$ cat src/rtl/axis_pack_32to128.sv
// Packs a byte-granular IN_W AXI4-Stream into OUT_W beats (low-byte-contiguous tkeep),
// zero-filling unused bytes, flagging illegal tkeep and counting packets.
module axis_pack_32to128 #(
    parameter int IN_W  = 32,
    parameter int OUT_W = 128
) (
    input  logic               aclk,
    input  logic               areset,
    input  logic [IN_W-1:0]    s_axis_tdata,
    input  logic [IN_W/8-1:0]  s_axis_tkeep,
    input  logic               s_axis_tlast,
    input  logic               s_axis_tvalid,
    output logic               s_axis_tready,
    output logic [OUT_W-1:0]   m_axis_tdata,
    output logic [OUT_W/8-1:0] m_axis_tkeep,
    output logic               m_axis_tlast,
    output logic               m_axis_tvalid,
    input  logic               m_axis_tready,
    output logic               keep_err,
    output logic [31:0]        pkt_cnt
);
    localparam int RATIO = OUT_W / IN_W;
    localparam int KW    = IN_W / 8;
    localparam int CW    = $clog2(RATIO);

    logic [CW-1:0]                 word_cnt;
    logic [RATIO-2:0][IN_W-1:0]    acc;

    logic                          complete;
    logic                          accept;
    logic                          keep_all;
    logic                          keep_zero;
    logic                          keep_contig;
    logic                          empty_last;
    logic                          load;
    logic                          keep_err_nxt;
    logic [KW-1:0]                 cur_keep;
    logic [IN_W-1:0]               cur_data;
    logic [RATIO-1:0][IN_W-1:0]    slot_data;
    logic [RATIO-1:0][KW-1:0]      slot_keep;

    assign complete      = (word_cnt == CW'(RATIO - 1)) || s_axis_tlast;
    assign s_axis_tready = !complete || !m_axis_tvalid || m_axis_tready;
    assign accept        = s_axis_tvalid && s_axis_tready;

    assign keep_all    = (s_axis_tkeep == '1);
    assign keep_zero   = (s_axis_tkeep == '0);
    assign keep_contig = ((s_axis_tkeep & (s_axis_tkeep + KW'(1))) == '0);

    // An empty last word with nothing accumulated has no bytes to emit.
    assign empty_last = s_axis_tlast && keep_zero && (word_cnt == '0);
    assign load       = accept && complete && !empty_last;

    assign keep_err_nxt = accept && (s_axis_tlast ? (keep_zero ? (word_cnt == '0) : !keep_contig)
                                                  : !keep_all);

    // Only a last word may be short; earlier words always count as full.
    assign cur_keep = s_axis_tlast ? s_axis_tkeep : '1;

    always_comb begin
        cur_data = '0;
        for (int b = 0; b < KW; b++) begin
            cur_data[8*b +: 8] = cur_keep[b] ? s_axis_tdata[8*b +: 8] : 8'h00;
        end
    end

    for (genvar k = 0; k < RATIO; k++) begin : g_slot
        if (k < RATIO - 1) begin : g_acc
            assign slot_data[k] = (CW'(k) < word_cnt)  ? acc[k]   :
                                  (CW'(k) == word_cnt) ? cur_data : '0;
            assign slot_keep[k] = (CW'(k) < word_cnt)  ? '1       :
                                  (CW'(k) == word_cnt) ? cur_keep : '0;
        end else begin : g_top
            assign slot_data[k] = (CW'(k) == word_cnt) ? cur_data : '0;
            assign slot_keep[k] = (CW'(k) == word_cnt) ? cur_keep : '0;
        end
    end

    always_ff @(posedge aclk or posedge areset) begin
        if (areset) begin
            word_cnt      <= '0;
            acc           <= '0;
            m_axis_tdata  <= '0;
            m_axis_tkeep  <= '0;
            m_axis_tlast  <= 1'b0;
            m_axis_tvalid <= 1'b0;
            keep_err      <= 1'b0;
            pkt_cnt       <= '0;
        end else begin
            keep_err <= keep_err_nxt;

            if (accept) begin
                if (complete) begin
                    word_cnt <= '0;
                end else begin
                    word_cnt <= word_cnt + CW'(1);
                    for (int k = 0; k < RATIO - 1; k++) begin
                        if (word_cnt == CW'(k)) acc[k] <= s_axis_tdata;
                    end
                end
            end

            if (load) begin
                m_axis_tdata  <= slot_data;
                m_axis_tkeep  <= slot_keep;
                m_axis_tlast  <= s_axis_tlast;
                m_axis_tvalid <= 1'b1;
            end else if (m_axis_tready) begin
                m_axis_tvalid <= 1'b0;
            end

            if (m_axis_tvalid && m_axis_tready && m_axis_tlast) begin
                pkt_cnt <= pkt_cnt + 32'd1;
            end
        end
    end

endmodule

$ cat config.mk
export PLATFORM = sky130hd
export DESIGN_NAME = axis_pack_32to128
export DESIGN_NICKNAME = d
export VERILOG_FILES = /design/src/rtl/axis_pack_32to128.sv
export SDC_FILE = /design/constraint.sdc
export NUM_CORES = 1
export LEC_CHECK = 0
export ABC_AREA = 1
export CAP_MARGIN = 20
export CORE_MARGIN = 3
export CORE_UTILIZATION = 30
export CTS_CLUSTER_DIAMETER = 150
export CTS_CLUSTER_SIZE = 30
export DETAILED_ROUTE_END_ITERATION = 8
export PLACE_DENSITY = 0.59
export SETUP_SLACK_MARGIN = 0.2
export SYNTH_ARGS = -nofsm -noshare
export SYNTH_HDL_FRONTEND = slang
export SYNTH_SLANG_ARGS = --single-unit
$ cat constraint.sdc
create_clock -name aclk -period 20.5 [get_ports aclk]
set_clock_uncertainty 0.1 [all_clocks]
set_input_delay 4.1 -clock aclk [delete_from_list [all_inputs] [get_ports aclk]]
set_output_delay 4.1 -clock aclk [all_outputs]
set_load 0.02 [all_outputs]
# Word level (Yosys, flattened, before mapping)
# Index checks and enable logic that the tools add are counted.
[word_totals]
register_bits = 277
output_inout_bits = 180
[classes]
n_addsub = 3
order_cmp = 3
eq_ne = 7
mux = 24
n_bitwise = 2
n_reduce_logical = 23
[op_table]
columns = ["op", "n"]
rows = [
  ["32-bit two-way mux", 7],
  ["32-bit by 1-bit adder with 32-bit output, second input constant", 1],
  ["4-bit two-way mux", 8],
  ["8-bit two-way mux", 4],
  ["3-bit AND reduction", 3],
  ["1-bit logical AND", 8],
  ["4-bit zero test", 2],
  ["1-bit zero test", 5],
  ["4-bit by 1-bit adder with 4-bit output, second input constant", 1],
  ["4-bit bitwise AND", 1],
  ["2-bit equality test, first input constant", 2],
  ["2-bit equality test, second input constant", 2],
  ["4-bit equality test, second input constant", 1],
  ["1-bit by 2-bit < comparator with 1-bit output, first input constant", 2],
  ["1-bit two-way mux", 4],
  ["1-bit logical OR", 3],
  ["2-bit by 1-bit adder with 2-bit output, second input constant", 1],
  ["1-bit by 2-bit equality test with 1-bit output, first input constant", 1],
  ["2-bit by 1-bit equality test with 1-bit output, second input constant", 1],
  ["2-bit zero test", 1],
  ["2-bit < comparator, first input constant", 1],
  ["2-bit two-way mux", 1],
  ["2-bit nonzero test", 1],
  ["1-bit NOT", 1],
]

# Logic depth before layout (Yosys ltp)
[logic_depth]
word_depth = 9
ltp_mapped = 11

# Worst setup path before layout
# Ideal clock, no wire load.
[synth_timing]
kind = "input port to output port"
startpoint = "input port s_axis_tlast"
endpoint = "output port s_axis_tready"
t_arrival_ns = 4.451
t_required_ns = 16.300
slack_ns = 11.849
cell_stages = 3
path_buffers = 0
cell_sequence = "inv_2 -> nand2_4 -> nand3_1"
[synth_between]
elab_chain_len = 4
[synth_rtl]
columns = ["item", "line", "source"]
rows = [
  ["start: declaration", "11", "input logic s_axis_tlast,"],
  ["1-bit logical OR", "42", "assign complete = (word_cnt == CW'(RATIO - 1)) || s_axis_tlast;"],
  ["1-bit zero test", "43", "assign s_axis_tready = !complete || !m_axis_tvalid || m_axis_tready;"],
  ["1-bit logical OR (2 in a row)", "43", ""],
  ["end: declaration", "13", "output logic s_axis_tready,"],
]
# Every way passes these cells.

# Final worst setup path
# Ends and elaborated chain as after synthesis.

==> results.sh <==
export IMPL_grt_max_degree=142
export IMPL_start_util=0.308
export IMPL_r2r_end="m_axis_tdata[114]"
export IMPL_nNetsFinal=1541
export IMPL_r2r_slack_ps=16350
export IMPL_port_buffer_count=220
export IMPL_netlist_area_sq_mm=0.0124
export IMPL_dieArea_sq_mm=0.0439
export IMPL_core_region_area_sq_mm=0.0404
export IMPL_syn_nets=1369
export IMPL_initialDrtViolationCount=657
export IMPL_mostFrequentLayoutCell="nand2_1"
export IMPL_overflow=0
export IMPL_io_pins=221
export IMPL_vias=9740
export IMPL_hp_class="register to register"
export IMPL_cts_sinks=277
export IMPL_nFillCells=4141
export IMPL_min_to="m_axis_tdata[14]"
export IMPL_drv_slew=0
export IMPL_powerDensity_mw_per_mm2=109
export IMPL_cts_root_buffer="clkbuf_16"
export IMPL_max_freq_ghz=0.103
export IMPL_dr_pass1_iters=5
export IMPL_grt_setup_unrepaired="no"
export IMPL_grt_pass1_vias=9626
export IMPL_drv_cap=0
export IMPL_drive_gt1_frac=0.110
export IMPL_postCtsSetupBuffers=0
export IMPL_area_growth_pct=23.2
export IMPL_setup_violations=0
export IMPL_ys_seq_elements=277
export IMPL_fin_cells=2021
export IMPL_place_hpwl_mm=24.0
export IMPL_clkLatencyLatePin_ps=500
export IMPL_crit_arrival_ps=5500
export IMPL_required_ps=16300
export IMPL_min_delay_start="m_axis_tdata[14]"
export IMPL_wl_mm=35.7
export IMPL_die_x_um=210
export IMPL_cts_tree="built"
export IMPL_slew_limit_headroom=0.327
export IMPL_die_height_um=210
export IMPL_cp_end_kind="output port"
export IMPL_htree_num_levels=1
export IMPL_dp_cells=2004
export IMPL_track_usage=0.159
export IMPL_routed_via_density=4.82
export IMPL_detail_route_drc_violations=0
export IMPL_gp_congestion=0.810
export IMPL_ff2ff_path_depth=9
export IMPL_antenna_found_initial=1
export IMPL_rr_startpoint="word_cnt[1]"
export IMPL_grt_pass1_wl_mm=56.9
export IMPL_hold_viol_final=0
export IMPL_avgSynthCellArea_sq_um=9.40
export IMPL_finalCriticalPeriod_ps=9700
export IMPL_ys_seq_area_frac=0.557
export IMPL_yosys_warnings=0
export IMPL_peakVddDrop_mv=0.0528
export IMPL_tightest_slew_ps=1010
export IMPL_holdBufCountCts=0
export IMPL_netlist_instances=1323
export IMPL_p_leak_uw=0.00656
export IMPL_whs_ps=389
export IMPL_cts_buffers=13
export IMPL_yosysUniqueCellTypes=29
export IMPL_finalCritPeriodShare=0.473
export IMPL_path_max_fanout=5
export IMPL_path_clk_slew_ps=90
export IMPL_min_path_cells=2
export IMPL_ant_nets=0
export IMPL_wl_per_cell_um=17.6
export IMPL_cts_resized=0
export IMPL_critPathLaunchType="input port"
export IMPL_critical_path_class="input port to output port"
export IMPL_row_count=73
export IMPL_tns_ps=0
export IMPL_status="complete, no violations"
export IMPL_cts_buffer_depth=3
export IMPL_layout_common_cells="354 x nand2_1, 276 x dfrtp_1, 220 x clkdlybuf4s50_1, 201 x o21ai_0, 100 x o21ai_2"
[critical path: stages]
cell and delay (ps):
clkdlybuf4s50_1 460, inv_2 150, nand2_4 110, nand3_1 80, clkdlybuf4s50_1 600
[worst max-delay path by stage]
stage,start,end,slack [ps],depth (start not counted)
after floorplan,areset,acc[0],8660,1
after global placement,s_axis_tlast,s_axis_tready,10810,5
after detailed placement,s_axis_tlast,s_axis_tready,10810,5
after CTS,s_axis_tlast,s_axis_tready,10800,5
after global routing,s_axis_tlast,s_axis_tready,10730,5
final,s_axis_tlast,s_axis_tready,10800,5
[per-stage QoR]
stage | power [uW] | utilization | setup slack (ps) | instance area (sq um)
2_1_floorplan | 1130 | - | 8660 | 12400
3_3_place_gp | 1360 | 0.369 | 10810 | 14900
3_5_place_dp | 1380 | 0.370 | 10810 | 14900
4_1_cts | 1690 | 0.379 | 10800 | 15300
5_1_grt | 1780 | 0.380 | 10730 | 15300
6_report | 1670 | 0.380 | 10800 | 15300
[synthesized netlist by cell type]
cell / n / area share
a21oi_1: 9 / 0.0036
a22oi_1: 64 / 0.039
a31oi_4: 1 / 0.0017
buf_2: 7 / 0.0028
buf_4: 3 / 0.0018
buf_6: 27 / 0.024
clkbuf_1: 41 / 0.012
dfrtp_1: 277 / 0.56
ha_1: 5 / 0.0050
inv_1: 69 / 0.021
inv_2: 5 / 0.0015
nand2_1: 356 / 0.11
nand2_2: 2 / 0.0010
nand2_4: 1 / 0.00091
nand3_1: 18 / 0.0072
nand3_2: 4 / 0.0032
nand3_4: 2 / 0.0028
nand3b_1: 4 / 0.0024
nand4_1: 12 / 0.0060
nor2_1: 73 / 0.022
nor2_2: 7 / 0.0035
nor2_4: 4 / 0.0036
nor3_1: 4 / 0.0016
nor3_2: 1 / 0.00080
o21ai_0: 201 / 0.081
o21ai_1: 7 / 0.0028
o21ai_2: 100 / 0.070
xnor2_1: 8 / 0.0056
xor2_1: 11 / 0.0077
[power by group]
part           leakage [uW]  internal (uW)  switching, uW
clock network      0.000173            120            183
registers           0.00362            702           97.5
logic               0.00277            235            328
[state kept, by name, summed over array words and instances, names as in the netlist]
name	cells
m_axis_tdata	128
acc	96
pkt_cnt	32
m_axis_tkeep	16
word_cnt	2
keep_err	1
m_axis_tlast	1
m_axis_tvalid	1
[area by class of cell]
type | count | area (sq um) | share of cell area
sequential | 277 | 6930 | 0.452
tap | 525 | 657 | 0.0429
multi-input combinational | 894 | 4740 | 0.309
inverter | 74 | 285 | 0.0186
timing repair buffer | 235 | 2350 | 0.153
clock buffer | 14 | 329 | 0.0215
clock inverter | 1 | 30.0 | 0.00196
antenna | 1 | 2.50 | 0.000163
[metal layers]
layer,share of wire,vias up,track usage
met4,0.010,2,0.0217
met2,0.45,239,0.252
li1,-,4717,-
met5,0.00036,-,0
met3,0.058,20,0.0265
met1,0.48,4762,0.236
[cell families after synthesis]
group           count (synthesis)  synth area share
compound gates                382             0.198
xor+xnor                       19            0.0134
fa+ha+maj                       5           0.00503
buf+inv                       152            0.0638
flops                         277             0.557
simple gates                  488             0.163
(Power assumes the default switching activity.)
